## src/rtl/bin_to_bcd_seq_pkg.sv

```systemverilog
`default_nettype none
// ============================================================================
// Module      : bin_to_bcd_seq_pkg
// Description : Shared types and sizing constants for the sequential
//               binary-to-BCD (double-dabble) converter.
//               Contents:
//                 state_t                  - FSM state enum (IDLE, CONVERT)
//                 BIN_W / BCD_DIGITS       - operand and accumulator sizing
//                 DISP_DIGITS              - digits presented on the outputs
//                 ITERATIONS / LAST_STEP   - double-dabble step count
// Revision    : 1.0 - initial release
// ============================================================================
package bin_to_bcd_seq_pkg;

  typedef enum logic [0:0] {
    IDLE    = 1'b0,
    CONVERT = 1'b1
  } state_t;

  localparam int unsigned BIN_W       = 32;
  localparam int unsigned BCD_DIGITS  = 10;
  localparam int unsigned DISP_DIGITS = 4;
  localparam int unsigned ITERATIONS  = 32;

  localparam int unsigned BCD_W  = 4 * BCD_DIGITS;
  localparam int unsigned DISP_W = 4 * DISP_DIGITS;
  localparam int unsigned CNT_W  = 6;

  // Counter value during the final shift step.
  localparam logic [CNT_W-1:0] LAST_STEP = CNT_W'(ITERATIONS - 1);

endpackage
`default_nettype wire

```

## src/rtl/bcd_digit_adj.sv

```systemverilog
`default_nettype none
// ============================================================================
// Module      : bcd_digit_adj
// Description : Double-dabble add-3 correction for one BCD nibble.
//               Purely combinational.
//               Ports:
//                 digit_i [3:0] - accumulator nibble before the shift
//                 digit_o [3:0] - nibble + 3 when >= 5, else unchanged
// Revision    : 1.0 - initial release
// ============================================================================
module bcd_digit_adj (
  input  logic [3:0] digit_i,
  output logic [3:0] digit_o
);

  // A nibble >= 5 would become >= 10 after the left shift, so pre-add 3
  // to force the carry into the next decimal digit.
  assign digit_o = (digit_i >= 4'd5) ? (digit_i + 4'd3) : digit_i;

endmodule
`default_nettype wire

```

## src/rtl/bin_to_bcd_seq.sv

```systemverilog
`default_nettype none
// ============================================================================
// Module      : bin_to_bcd_seq
// Description : Sequential 32-bit binary to BCD converter using one
//               double-dabble step per clock. Presents the low four
//               decimal digits and flags values above 9999.
//               Ports:
//                 clk       - rising-edge clock
//                 reset     - synchronous active-high reset
//                 start     - conversion request, accepted only in IDLE
//                 value     - 32-bit unsigned operand, captured on accept
//                 busy      - high while converting
//                 done      - one-cycle pulse, new results valid
//                 digit0..3 - BCD ones, tens, hundreds, thousands
//                 overflow  - captured value exceeded 9999
// Revision    : 1.0 - initial release
// ============================================================================
module bin_to_bcd_seq
  import bin_to_bcd_seq_pkg::*;
(
  input  logic             clk,
  input  logic             reset,
  input  logic             start,
  input  logic [BIN_W-1:0] value,
  output logic             busy,
  output logic             done,
  output logic [3:0]       digit0,
  output logic [3:0]       digit1,
  output logic [3:0]       digit2,
  output logic [3:0]       digit3,
  output logic             overflow
);

  state_t            state_q;
  logic [BIN_W-1:0]  shift_q;
  logic [BCD_W-1:0]  acc_q;
  logic [CNT_W-1:0]  cnt_q;
  logic              busy_q;
  logic              done_q;
  logic [DISP_W-1:0] disp_q;
  logic              overflow_q;

  logic [BCD_W-1:0]  acc_adj;
  logic [BCD_W-1:0]  acc_d;
  logic [BIN_W-1:0]  shift_d;
  logic              acc_carry_unused;

  // One add-3 corrector per accumulator nibble.
  for (genvar i = 0; i < BCD_DIGITS; i++) begin : g_adj
    bcd_digit_adj u_adj (
      .digit_i (acc_q[4*i +: 4]),
      .digit_o (acc_adj[4*i +: 4])
    );
  end

  // Shift {corrected accumulator, shift register} left by one. The bit
  // leaving the top of the accumulator is always zero for a 32-bit operand
  // in a 10-digit accumulator, so it is dropped.
  assign {acc_carry_unused, acc_d} = {acc_adj, shift_q[BIN_W-1]};
  assign shift_d = {shift_q[BIN_W-2:0], 1'b0};

  always_ff @(posedge clk) begin
    if (reset) begin
      state_q    <= IDLE;
      shift_q    <= '0;
      acc_q      <= '0;
      cnt_q      <= '0;
      busy_q     <= 1'b0;
      done_q     <= 1'b0;
      disp_q     <= '0;
      overflow_q <= 1'b0;
    end else begin
      done_q <= 1'b0;
      unique case (state_q)
        IDLE: begin
          if (start) begin
            shift_q <= value;
            acc_q   <= '0;
            cnt_q   <= '0;
            busy_q  <= 1'b1;
            state_q <= CONVERT;
          end
        end
        CONVERT: begin
          shift_q <= shift_d;
          acc_q   <= acc_d;
          if (cnt_q == LAST_STEP) begin
            // Final step: publish from the freshly shifted accumulator
            // on this same edge.
            disp_q     <= acc_d[DISP_W-1:0];
            overflow_q <= |acc_d[BCD_W-1:DISP_W];
            done_q     <= 1'b1;
            busy_q     <= 1'b0;
            state_q    <= IDLE;
          end else begin
            cnt_q <= cnt_q + 1'b1;
          end
        end
        default: begin
          state_q <= IDLE;
          busy_q  <= 1'b0;
        end
      endcase
    end
  end

  assign busy     = busy_q;
  assign done     = done_q;
  assign digit0   = disp_q[3:0];
  assign digit1   = disp_q[7:4];
  assign digit2   = disp_q[11:8];
  assign digit3   = disp_q[15:12];
  assign overflow = overflow_q;

endmodule
`default_nettype wire

```

## config.mk

```make
export PLATFORM = sky130hd
export DESIGN_NAME = bin_to_bcd_seq
export DESIGN_NICKNAME = d
export VERILOG_FILES = /design/src/rtl/bin_to_bcd_seq_pkg.sv /design/src/rtl/bcd_digit_adj.sv /design/src/rtl/bin_to_bcd_seq.sv
export SDC_FILE = /design/constraint.sdc
export NUM_CORES = 1
export LEC_CHECK = 0
export ABC_AREA = 1
export CAP_MARGIN = 20
export CORE_MARGIN = 3
export CORE_UTILIZATION = 57
export DETAILED_ROUTE_END_ITERATION = 10
export PLACE_DENSITY_LB_ADDON = 0.1
export SLEW_MARGIN = 10
export SYNTH_ARGS = -nofsm -noshare
export SYNTH_HDL_FRONTEND = slang
export SYNTH_SLANG_ARGS = --single-unit
```

## constraint.sdc

```tcl
create_clock -name clk -period 1.7 [get_ports clk]
set_input_delay 0.34 -clock clk [delete_from_list [all_inputs] [get_ports clk]]
set_output_delay 0.34 -clock clk [all_outputs]
set_load 0.02 [all_outputs]
```

; Word-level counts from Yosys, hierarchy flattened
; Cells that the tools add are included.
[totals]
reg_bits = 98
out_inout_bits = 19
elab_cells = 63
[op_classes]
add_sub_neg = 11
magnitude_cmp = 10
eq_ne = 4
n_mux = 24
n_bitwise = 1
n_reduce_logical = 5
[ops]
columns = op, count
row1 = case mux 40 bit (2 select lines), 1
row2 = case mux 32 bit (2 select lines), 1
row3 = greater-or-equal comparator 4 x 3 -> 1 bit (second input constant), 10
row4 = two-way mux 40 bit, 1
row5 = adder 4 x 2 -> 4 bit (second input constant), 9
row6 = two-way mux 4 bit, 9
row7 = two-way mux 32 bit, 1
row8 = OR reduction 24 bit, 1
row9 = two-way mux 6 bit, 2
row10 = case mux 6 bit (2 select lines), 1
row11 = adder 6 x 1 -> 6 bit (second input constant), 1
row12 = equality test 6 x 5 -> 1 bit (second input constant), 1
row13 = AND reduction 2 bit, 3
row14 = two-way mux 1 bit, 5
row15 = inequality test 2 bit (second input constant), 2
row16 = case mux 1 bit (2 select lines), 2
row17 = adder 3 x 2 -> 3 bit (second input constant), 1
row18 = two-way mux 3 bit, 1
row19 = inequality test 2 x 1 -> 1 bit (second input constant), 1
row20 = OR reduction 2 bit, 1
row21 = inverter 1 bit, 1

; Longest topological paths before layout
; Gate-level depths: netlist (run 1).
[logic_depth]
depth_word = 3
mapped_depth = 13
ltp_nobuf = 13

; Modules after synthesis
; A second synthesis (run 1) with hierarchy kept.
[hier_totals]
cells_unflattened = 773
area_unflattened_um2 = 5260.0
[modules_own_cells]
columns = module, n_inst, cells_per_inst, area_per_inst_um2, seq_area_each_um2
row1 = bin_to_bcd_seq, 1, 543, 3908.7, 1961.9
row2 = bcd_digit_adj, 10, 23, 135.1, 0.0

; Worst setup path after synthesis (run 1)
; No wires, ideal clock.
[synth_path]
path_kind = flip-flop to flip-flop
start = register acc_q[28]
end = register overflow_q (netlist: overflow)
setup_ps = 109
arrival_time_ps = 1315
required_ps = 1591
path_slack_ps = 276
stages_incl_launch_ff = 14
n_path_buf = 0
path_cell_list = dfxtp_1 inv_1 ha_1 inv_1 nand2_1 nand3_1 nand2_1 nand2_1 nor2_1 nand2_1 nor2_1 nand3_1 nand2_1 inv_1
[synth_between]
elab_chain_cells = 3
elab_cells_between_ends = 4
cone_classes = add/sub (1) / order compare (1) / mux (1) / reduce/logical (1)
[synth_lines]
columns = element, line_no
row1 = start: declaration, bin_to_bcd_seq.sv:36  ; logic [BCD_W-1:0] acc_q;
row2 = start signal: assignment, bin_to_bcd_seq.sv:66  ; acc_q <= '0;
row3 = start signal: assignment, bin_to_bcd_seq.sv:78  ; acc_q <= '0;
row4 = start signal: assignment, bin_to_bcd_seq.sv:86  ; acc_q <= acc_d;
row5 = adder 4 x 2 -> 4 bit / greater-or-equal comparator 4 x 3 -> 1 bit (equally long branches), bcd_digit_adj.sv:18  ; assign digit_o = (digit_i >= 4'd5) ? (digit_i + 4'd3) : digit_i;
row6 = two-way mux 4 bit *, bcd_digit_adj.sv:18
row7 = OR reduction 24 bit *, bin_to_bcd_seq.sv:91  ; overflow_q <= |acc_d[BCD_W-1:DISP_W];
row8 = end signal: assignment, bin_to_bcd_seq.sv:91
row9 = end: declaration, bin_to_bcd_seq.sv:41  ; logic overflow_q;
; Every way passes the cells marked *; elsewhere a longest branch is shown, timed or not.
; A chain may end at the register's enable or synchronous reset.

; Worst setup path in the final report (run 1)
[layout_path]
start = register disp_q[4]
end = output port digit1[0]
[layout_rtl]
columns = element, line_no
row1 = start: declaration, bin_to_bcd_seq.sv:40  ; logic [DISP_W-1:0] disp_q;
row2 = start signal: assignment, bin_to_bcd_seq.sv:90  ; disp_q <= acc_d[DISP_W-1:0];
row3 = end: declaration, bin_to_bcd_seq.sv:28  ; output logic [3:0] digit1,
; No word-level cell between the ends.

==> results, run 1 <==
- The clock sink count is 98.
- For the final routed database, the setup TNS stands at 0 ns.
- The max capacitance violation total is 0.
- The combinational share of power is 0.090.
- The final antenna-violating net count is 0.
- The overflow left after global routing is 0.
- The kind of start point of the critical path is a flop.
- In the final layout, the multi-input gates occupy 2570 um^2.
- The post-layout net count is 869.
- The max-slew violation count is 0.
- The maximum resistive drop on vdd is 0.395 mV.
- Summed over all nets, the switching power comes to 1.14 mW.
- The timing-limited maximum frequency is 0.594 GHz.
- Headroom to the max-slew limit came out at 0.769.
- For the worst-skew pair, the clock arrives at the later sink with an insertion delay of 0.38 ns.
- The first-pass iteration count of the detailed router is 4.
- The wire length of the first global-routing pass is 19700 um.
- Synthesis inferred 98 register bits.
- The run finished with clean final reports.
- Measured along the y axis, the die boundary spans 101 um.
- The maximum fanout along the worst path is 2.
- The number of antenna diodes in the final layout is 0.
- In this run the number of H-tree levels came out at 3.
- After detailed routing, the average wire length per cell comes to 12.8 um.
- The actual slew at the worst max-slew pin is 0.343 ns.
- The shortest clock period the worst path allows after layout is 1.68 ns.
- TritonCTS built the clock tree.
- The highest-delay cell along the critical path is sky130_fd_sc_hd__clkdlybuf4s50_1.
- For this design the ratio of total power to cell area is 741 nW/um^2.
- Of the total power, the share spent switching nets is 0.252.
- The storage element area is 1970 um^2.
- The sum of routed wire segments on met1 is 5090 um.
- The amount of wire on met2 after detailed routing is 5980 um.
- The detailed-route DRC error count is 0.
- Of the cells placed in the final design, the portion with a size suffix greater than 1 is 0.0758.
- The number of antenna violations at the first check in global routing is 0.
- The share of the Yosys chip area taken by registers is 0.384.
- The leakage power figure is 2.96 nW.
- The HPWL after detailed placement is 8380 um.
- The share of total power dissipated in sequential elements is 0.527.
- Synthesis produced 764 cells.
- The internal power contribution is 3.38 mW.
- The boundary pin count is 54.
- During synthesis, Yosys emitted a total of 0 warnings.
- The die is 101 um wide.
- Wires add up to 11800 um.
- After clock tree synthesis, the clock-pin slew on the worst setup and hold paths is 0.10 ns.
- The total length of routed met3 wires is 558 um.
- For the worst setup path, the data required time is 1.36 ns.
- The class of the most critical hold timing path is in2reg.
- Measured on the finished design, the core utilization comes to 0.720.
- The post-route clock period utilization is 0.991.
- Setup violations remaining at the end of the flow were counted as 0.
- Routability-driven placement finished with a final weighted congestion of 0.832.
- The kind of end point of the critical path is an output pin.
- Setup repair after global routing could not meet its margin everywhere.
- The placed cell count is 904.
- The via count of the first global-routing pass is 4584.
- During placement, the flow inserted port buffers numbering 53.
- The maximum cell stage delay along the critical path is 0.61 ns.
- The number of fillers in the final layout is 731.
- The worst clock skew is 0.0138 ns.
- Power comes to 4.52 mW.
- After synthesis, the netlist uses 27 different library cells.
- The number of failing hold endpoints at the final stage was 0.
- The data arrival time of the critical path is 1.34 ns.
- The via density per instance is 5.27.
- The finished layout holds 923 standard cells, fillers aside.
- The maximum number of pins on one net before global-route repair is 49.
- The slack of the critical path is 0.0160 ns.
- For this run, the total global-route usage over all layers was measured as 0.235.
- Prior to clock tree synthesis, the placed netlist has a worst setup slack of 0.0428 ns.
- Broken down by cell family, the worst path's largest delay share belongs to buffers and inverters.
- The uppermost metal layer occupied by signal nets is met4.
- The combined buffer and inverter count along the critical path is 1.
- The die covers 10100 um^2.
- The post-synth net total is 820.
- The mean instance size in the synthesized netlist is 6.69 um^2.
- The total standard cell area after synthesis is 5110 um^2.
- The root buffer cell is sky130_fd_sc_hd__clkbuf_8.
- The area of the placeable core is 8460 um^2.
- From synthesis to final layout, the design area changed by 19.2%.
- The initial utilization of the core area, before any placement, comes to 0.604.
- The kind of critical path is reg2out.
- The clock passes through at most 2 buffers.
- The site row count is 33.
- The final route contains 4867 vias.
- The fraction of power consumed by the clock network is 0.382.
- Buffers inserted during clock tree synthesis total 9.
- Traced cell by cell, the critical path runs through clkdlybuf4s50_1.
- For this block, the initial DRC count from the detailed router was 163.
==> power by group through the flow <==
stage	clock network, mW	logic [mW]	registers (mW)
finish	1.73	0.407	2.38
global route	1.83	0.451	2.39
CTS	1.74	0.409	2.38
detailed placement	0	0.408	2.43
global placement	0	0.398	2.43
floorplan	0	0.235	2.42
==> flip-flops by register name, indices dropped and copies added (netlist names) <==
name	flops
state_q	1
busy	1
done	1
cnt_q	6
acc_q	40
shift_q	32
overflow	1
disp_q	16
==> what timing repair did <==
item                                    in CTS  in global routing
pin swaps                                    0                  1
hold buffers                                 0                  0
cloned                                       0                  0
setup buffers                                0                  3
resized for setup                            2                 30
endpoints found under the setup margin       2                 30
==> cell type report <==
type	instances	area share
Timing Repair Buffer	73	0.126
Inverter	114	0.0702
Clock inverter	6	0.0160
Clock buffer	10	0.0209
Tap cell	105	0.0215
Multi-Input combinational cell	517	0.422
Sequential cell	98	0.324
==> synthesized netlist by cell type (all sizes together) <==
| cell | number | area share |
|---|---|---|
| nand2 | 234 | 0.17 |
| inv | 114 | 0.084 |
| dfxtp | 98 | 0.38 |
| nand3 | 76 | 0.078 |
| nor2 | 51 | 0.042 |
| a21oi | 49 | 0.048 |
| o21ai | 35 | 0.034 |
| buf | 22 | 0.025 |
| ha | 21 | 0.051 |
| clkbuf | 13 | 0.0095 |
| nand4 | 12 | 0.015 |
| a22oi | 10 | 0.015 |
| xor2 | 9 | 0.015 |
| o211ai | 8 | 0.012 |
| a31oi | 4 | 0.0049 |
| o21a | 3 | 0.0044 |
| o22ai | 2 | 0.0024 |
| a211oi | 1 | 0.0024 |
| nand3b | 1 | 0.0015 |
| o21bai | 1 | 0.0015 |
==> path summary, 6_finish.rpt <==
path                from   endpoint  slack (ns)  cells past startpoint
max reg2reg    acc_q[16]   overflow        0.09                     12
min reg2reg  shift_q[31]   acc_q[0]        0.45                      2
min                reset   acc_q[1]        0.31                      2
max            disp_q[4]  digit1[0]        0.02                      1
==> metrics by stage <==
step / instance area (um^2) / hold WS [ns]
2_1_floorplan: 5110 / 0.436
3_3_place_gp: 5780 / 0.451
3_5_place_dp: 5780 / 0.459
4_1_cts: 6000 / 0.313
5_1_grt: 6100 / 0.329
6_report: 6100 / 0.308
==> layer usage <==
| metal | track usage | vias to the layer above |
|---|---|---|
| met5 | 0 | - |
| met3 | 0.0249 | 15 |
| met1 | 0.293 | 2231 |
| met4 | 0.0808 | 0 |
| li1 | - | 2519 |
| met2 | 0.418 | 102 |
==> cell usage in the layout, fill, tap and decap left out, drive strengths merged <==
cell / n
nand3b: 1
dfxtp: 98
a31oi: 4
nand2: 234
dlygate4sd2: 2
o21a: 3
clkinv: 2
a22oi: 10
clkbuf: 10
nand4: 12
o21bai: 1
bufinv: 2
o211ai: 8
o22ai: 2
a21oi: 49
inv: 116
ha: 21
a211oi: 1
buf: 21
o21ai: 35
clkdlybuf4s50: 38
xor2: 9
nor2: 51
nand3: 76
dlymetal6s2s: 12
==> cells by family after synthesis <==
logic type,synth area share
AND/OR/NAND/NOR,0.307
buffers and inverters,0.118
AO/OA/AOI/OAI,0.124
flip-flops,0.384
adder cells (fa/ha/maj),0.0514
XOR/XNOR,0.0154
No activity file was read; power rests on OpenSTA's default activity.
==> inputs of run 2 (changes only) <==
==> constraint.sdc (replaced) <==
create_clock -name clk -period 1.7 [get_ports clk]
set_input_delay 0.425 -clock clk [delete_from_list [all_inputs] [get_ports clk]]
set_output_delay 0.425 -clock clk [all_outputs]
set_load 0.02 [all_outputs]
==> run 2 against run 1 <==
Maximum frequency increased by 4.3%. Critical endpoint is now overflow. Critical path depth increased by 11. Highest routed layer unchanged. Cell count increased by 0.76%.
==> results, run 2 (synthesis results as in run 1) <==
- The site row count is 33 (unchanged).
- The post-route clock period utilization is 0.950 (was 0.991).
- Cell Chain, Critical Path: inv_1, ha_1, inv_1, nand2_2, o21ai_0, nand2_1, inv_1, nand2_1, nor2_1, nand3_1, nand2_1, inv_1 (was clkdlybuf4s50_1).
- The beginning of the worst register-to-register path is acc_q[36] (was acc_q[16]).
- The startpoint of the worst hold path is reset (unchanged).
- The detailed-route via count is 4952 (was 4867).
- The kind of end point of the critical path is a flop (was output pin).
- The post-layout net count was 876 (was 869).
- The via count of the first global-routing pass came to 4655 (was 4584).
- The number of fillers in the final layout is 715 (was 731).
- Outcome: complete, no violations (unchanged).
- The routability congestion estimate from global placement came to 0.855 (was 0.832).
- The via density per instance came to 5.32 (was 5.27).
- The number of levels the H-tree was split into is 3 (unchanged).
- The maximum fanout along the worst path is 4 (was 2).
- The clock-pin transition on the worst setup and hold timing paths came to 0.11 ns (was 0.10 ns).
- The first-pass iteration count of the detailed router is 4 (unchanged).
- The clock sink count is 98 (unchanged).
- The most frequent standard cell in the layout excluding fill and tap cells is sky130_fd_sc_hd__nand2_1 (unchanged).
- The most used cell along the critical path is sky130_fd_sc_hd__inv_1.
- The number of buffers added on ports is 53 (unchanged).
- The starting density of the core was 0.604 (unchanged).
- The class of the most critical hold timing path is in2reg (unchanged).
- The combined global-route utilization of all metal layers is 0.243 (was 0.235).
- The number of failing hold endpoints at the final stage is 0 (unchanged).
- The leakage power figure is 2.87 nW (was 2.96 nW).
- The layout cell share with drive strength beyond 1 came to 0.104 (was 0.0758).
- The die area is 10100 um^2 (unchanged).
- The routed length per placed instance is 13.0 um (was 12.8 um).
- The HPWL after detailed placement is 8420 um (was 8380 um).
- The wire length after detailed routing is 12100 um (was 11800 um).
- The register-to-register path setup slack is 0.08 ns (was 0.09 ns).
- The wire length of the first global-routing pass is 20500 um (was 19700 um).
- The flip-flop count of the largest register after layout is 40 (unchanged).
- The detailed-route DRC error count came to 0 (unchanged).
- The worst clock skew was 0.0211 ns (was 0.0138 ns).
- The maximum resistive drop on vdd was 0.388 mV (was 0.395 mV).
- The final antenna-violating net count was 0 (unchanged).
- The timing-limited maximum frequency is 0.619 GHz (was 0.594 GHz).
- The kind of critical path is reg2reg (was reg2out).
- The max-slew violation count is 0 (unchanged).
- The shortest clock period the worst path allows after layout is 1.62 ns (was 1.68 ns).
- The cell depth of the worst hold path is 2 (unchanged).
- The TritonCTS clock tree is done (unchanged).
- The clock network latency to the later pin of the worst-skew pair was 0.38 ns (about the same).
- The DRC marker count from the first detailed-route iteration is 156 (was 163).
- The final number of setup-violating endpoints came to 0 (unchanged).
- The highest-delay cell along the critical path is sky130_fd_sc_hd__dfxtp_1 (was sky130_fd_sc_hd__clkdlybuf4s50_1).
- The power density over cell area is 695 nW/um^2 (was 741 nW/um^2).
- The register ranked first by flip-flop count is acc_q (unchanged).
- Commonest cells after routing, fill and taps aside: sky130_fd_sc_hd__nand2_1 (224), sky130_fd_sc_hd__inv_1 (111), sky130_fd_sc_hd__dfxtp_1 (85) (was sky130_fd_sc_hd__nand2_1 (229), sky130_fd_sc_hd__inv_1 (112), sky130_fd_sc_hd__dfxtp_1 (88)).
- The slack of the critical path was 0.0849 ns (was 0.0160 ns).
- The max capacitance violation total is 0 (unchanged).
- The required time reported for the critical path endpoint is 1.97 ns (was 1.36 ns).
- The actual slew at the worst max-slew pin is 0.366 ns (was 0.343 ns).
- The overall die height was 101 um (unchanged).
- The area of the placeable core is 8460 um^2 (unchanged).
- The number of buffers added to fix hold violations after cts is 0 (unchanged).
- The root buffer cell is sky130_fd_sc_hd__clkbuf_8 (unchanged).
- The overflow left after global routing was 0 (unchanged).
- The maximum number of pins on one net before global-route repair is 49 (unchanged).
- Top flop regs: acc_q (40), shift_q (32), disp_q (16) (unchanged).
- RSZ-0062 raised after global routing: yes (unchanged).
- The kind of start point of the critical path is a flop (unchanged).
- The destination of the worst register-to-register timing path was overflow (unchanged).
- The end point of the most critical hold path is acc_q[14] (was acc_q[1]).
- The data arrival time of the critical path was 1.89 ns (was 1.34 ns).
- The boundary pin count is 54 (unchanged).
- The worst slew margin relative to its limit is 0.754 (was 0.769).
- The worst slack on hold paths is 0.413 ns (was 0.308 ns).
- The diode insertion count for antenna repair was 0 (unchanged).
- The die span in x came to 101 um (unchanged).
- The pre-CTS setup slack is -0.0630 ns (was 0.0428 ns).
- The number of CTS-inserted buffers is 9 (unchanged).
- The maximum cell stage delay along the critical path is 0.40 ns (was 0.61 ns).
- The number of antenna violations at the first check in global routing is 0 (unchanged).
- The path depth of the worst reg2reg path is 12 (unchanged).
- The signed area change from the synthesized netlist to the final layout is 19.5% (was 19.2%).
- The number of buffers between clock root and the deepest sink came to 2 (unchanged).
## run 2: layout make-up
class | count | area [um^2] | share of cell area
Tap cell | 105 | 131 | 0.0215
Clock buffer | 9 | 124 | 0.0203
Inverter | 114 | 428 | 0.0700
Timing Repair Buffer | 80 | 767 | 0.125
Multi-Input combinational cell | 517 | 2630 | 0.430
Sequential cell | 98 | 1980 | 0.324
Clock inverter | 7 | 58.8 | 0.00962
## run 2: where the power goes
group	total (mW)	switching (mW)	internal (mW)
clock	1.45	0.885	0.561
sequential	2.38	0.0358	2.35
combinational	0.420	0.232	0.188
## run 2: how the worst max path moves through the flow
stage	startpoint	slack [ns]	end
after global placement	start	0.01	shift_q[14]
after global routing	acc_q[33]	-0.05	overflow
after CTS	cnt_q[0]	0.02	disp_q[1]
final	acc_q[36]	0.08	overflow
after floorplan	acc_q[28]	0.28	overflow
after detailed placement	start	-0.06	shift_q[6]
## run 2: layer usage
layer / up-vias / GRT usage / share of wire
met1: 2287 / 0.294 / 0.43
met2: 127 / 0.438 / 0.52
met5: - / 0 / 0
met4: 0 / 0.0694 / 0.011
li1: 2523 / - / -
met3: 15 / 0.0443 / 0.044
## run 2: through the flow
stage	cell area (um^2)	utilization	std cells	TNS (ns)	total power, mW
after floorplan	5110	-	764	0	2.66
after global placement	5810	0.687	909	0	2.84
after detailed placement	5810	0.687	909	-0.372	2.85
after CTS	5980	0.706	925	0	4.27
after global routing	6110	0.722	930	-0.0869	4.44
final	6110	0.722	930	0	4.25
## run 2: worst max-delay path, delay by kind of cell (launching register included)
kind	cells	cell delay, ns
simple gates	6	0.51
flops	1	0.40
compound gates	1	0.17
fa+ha+maj	1	0.21
buf+inv	4	0.26
## run 2: timing repair
item / CTS / global route
endpoints found under the hold margin: 0 / 0
pin swaps: 0 / 5
setup endpoints to repair: 20 / 21
resized for setup: 20 / 35
buffers inserted: 0 / 5
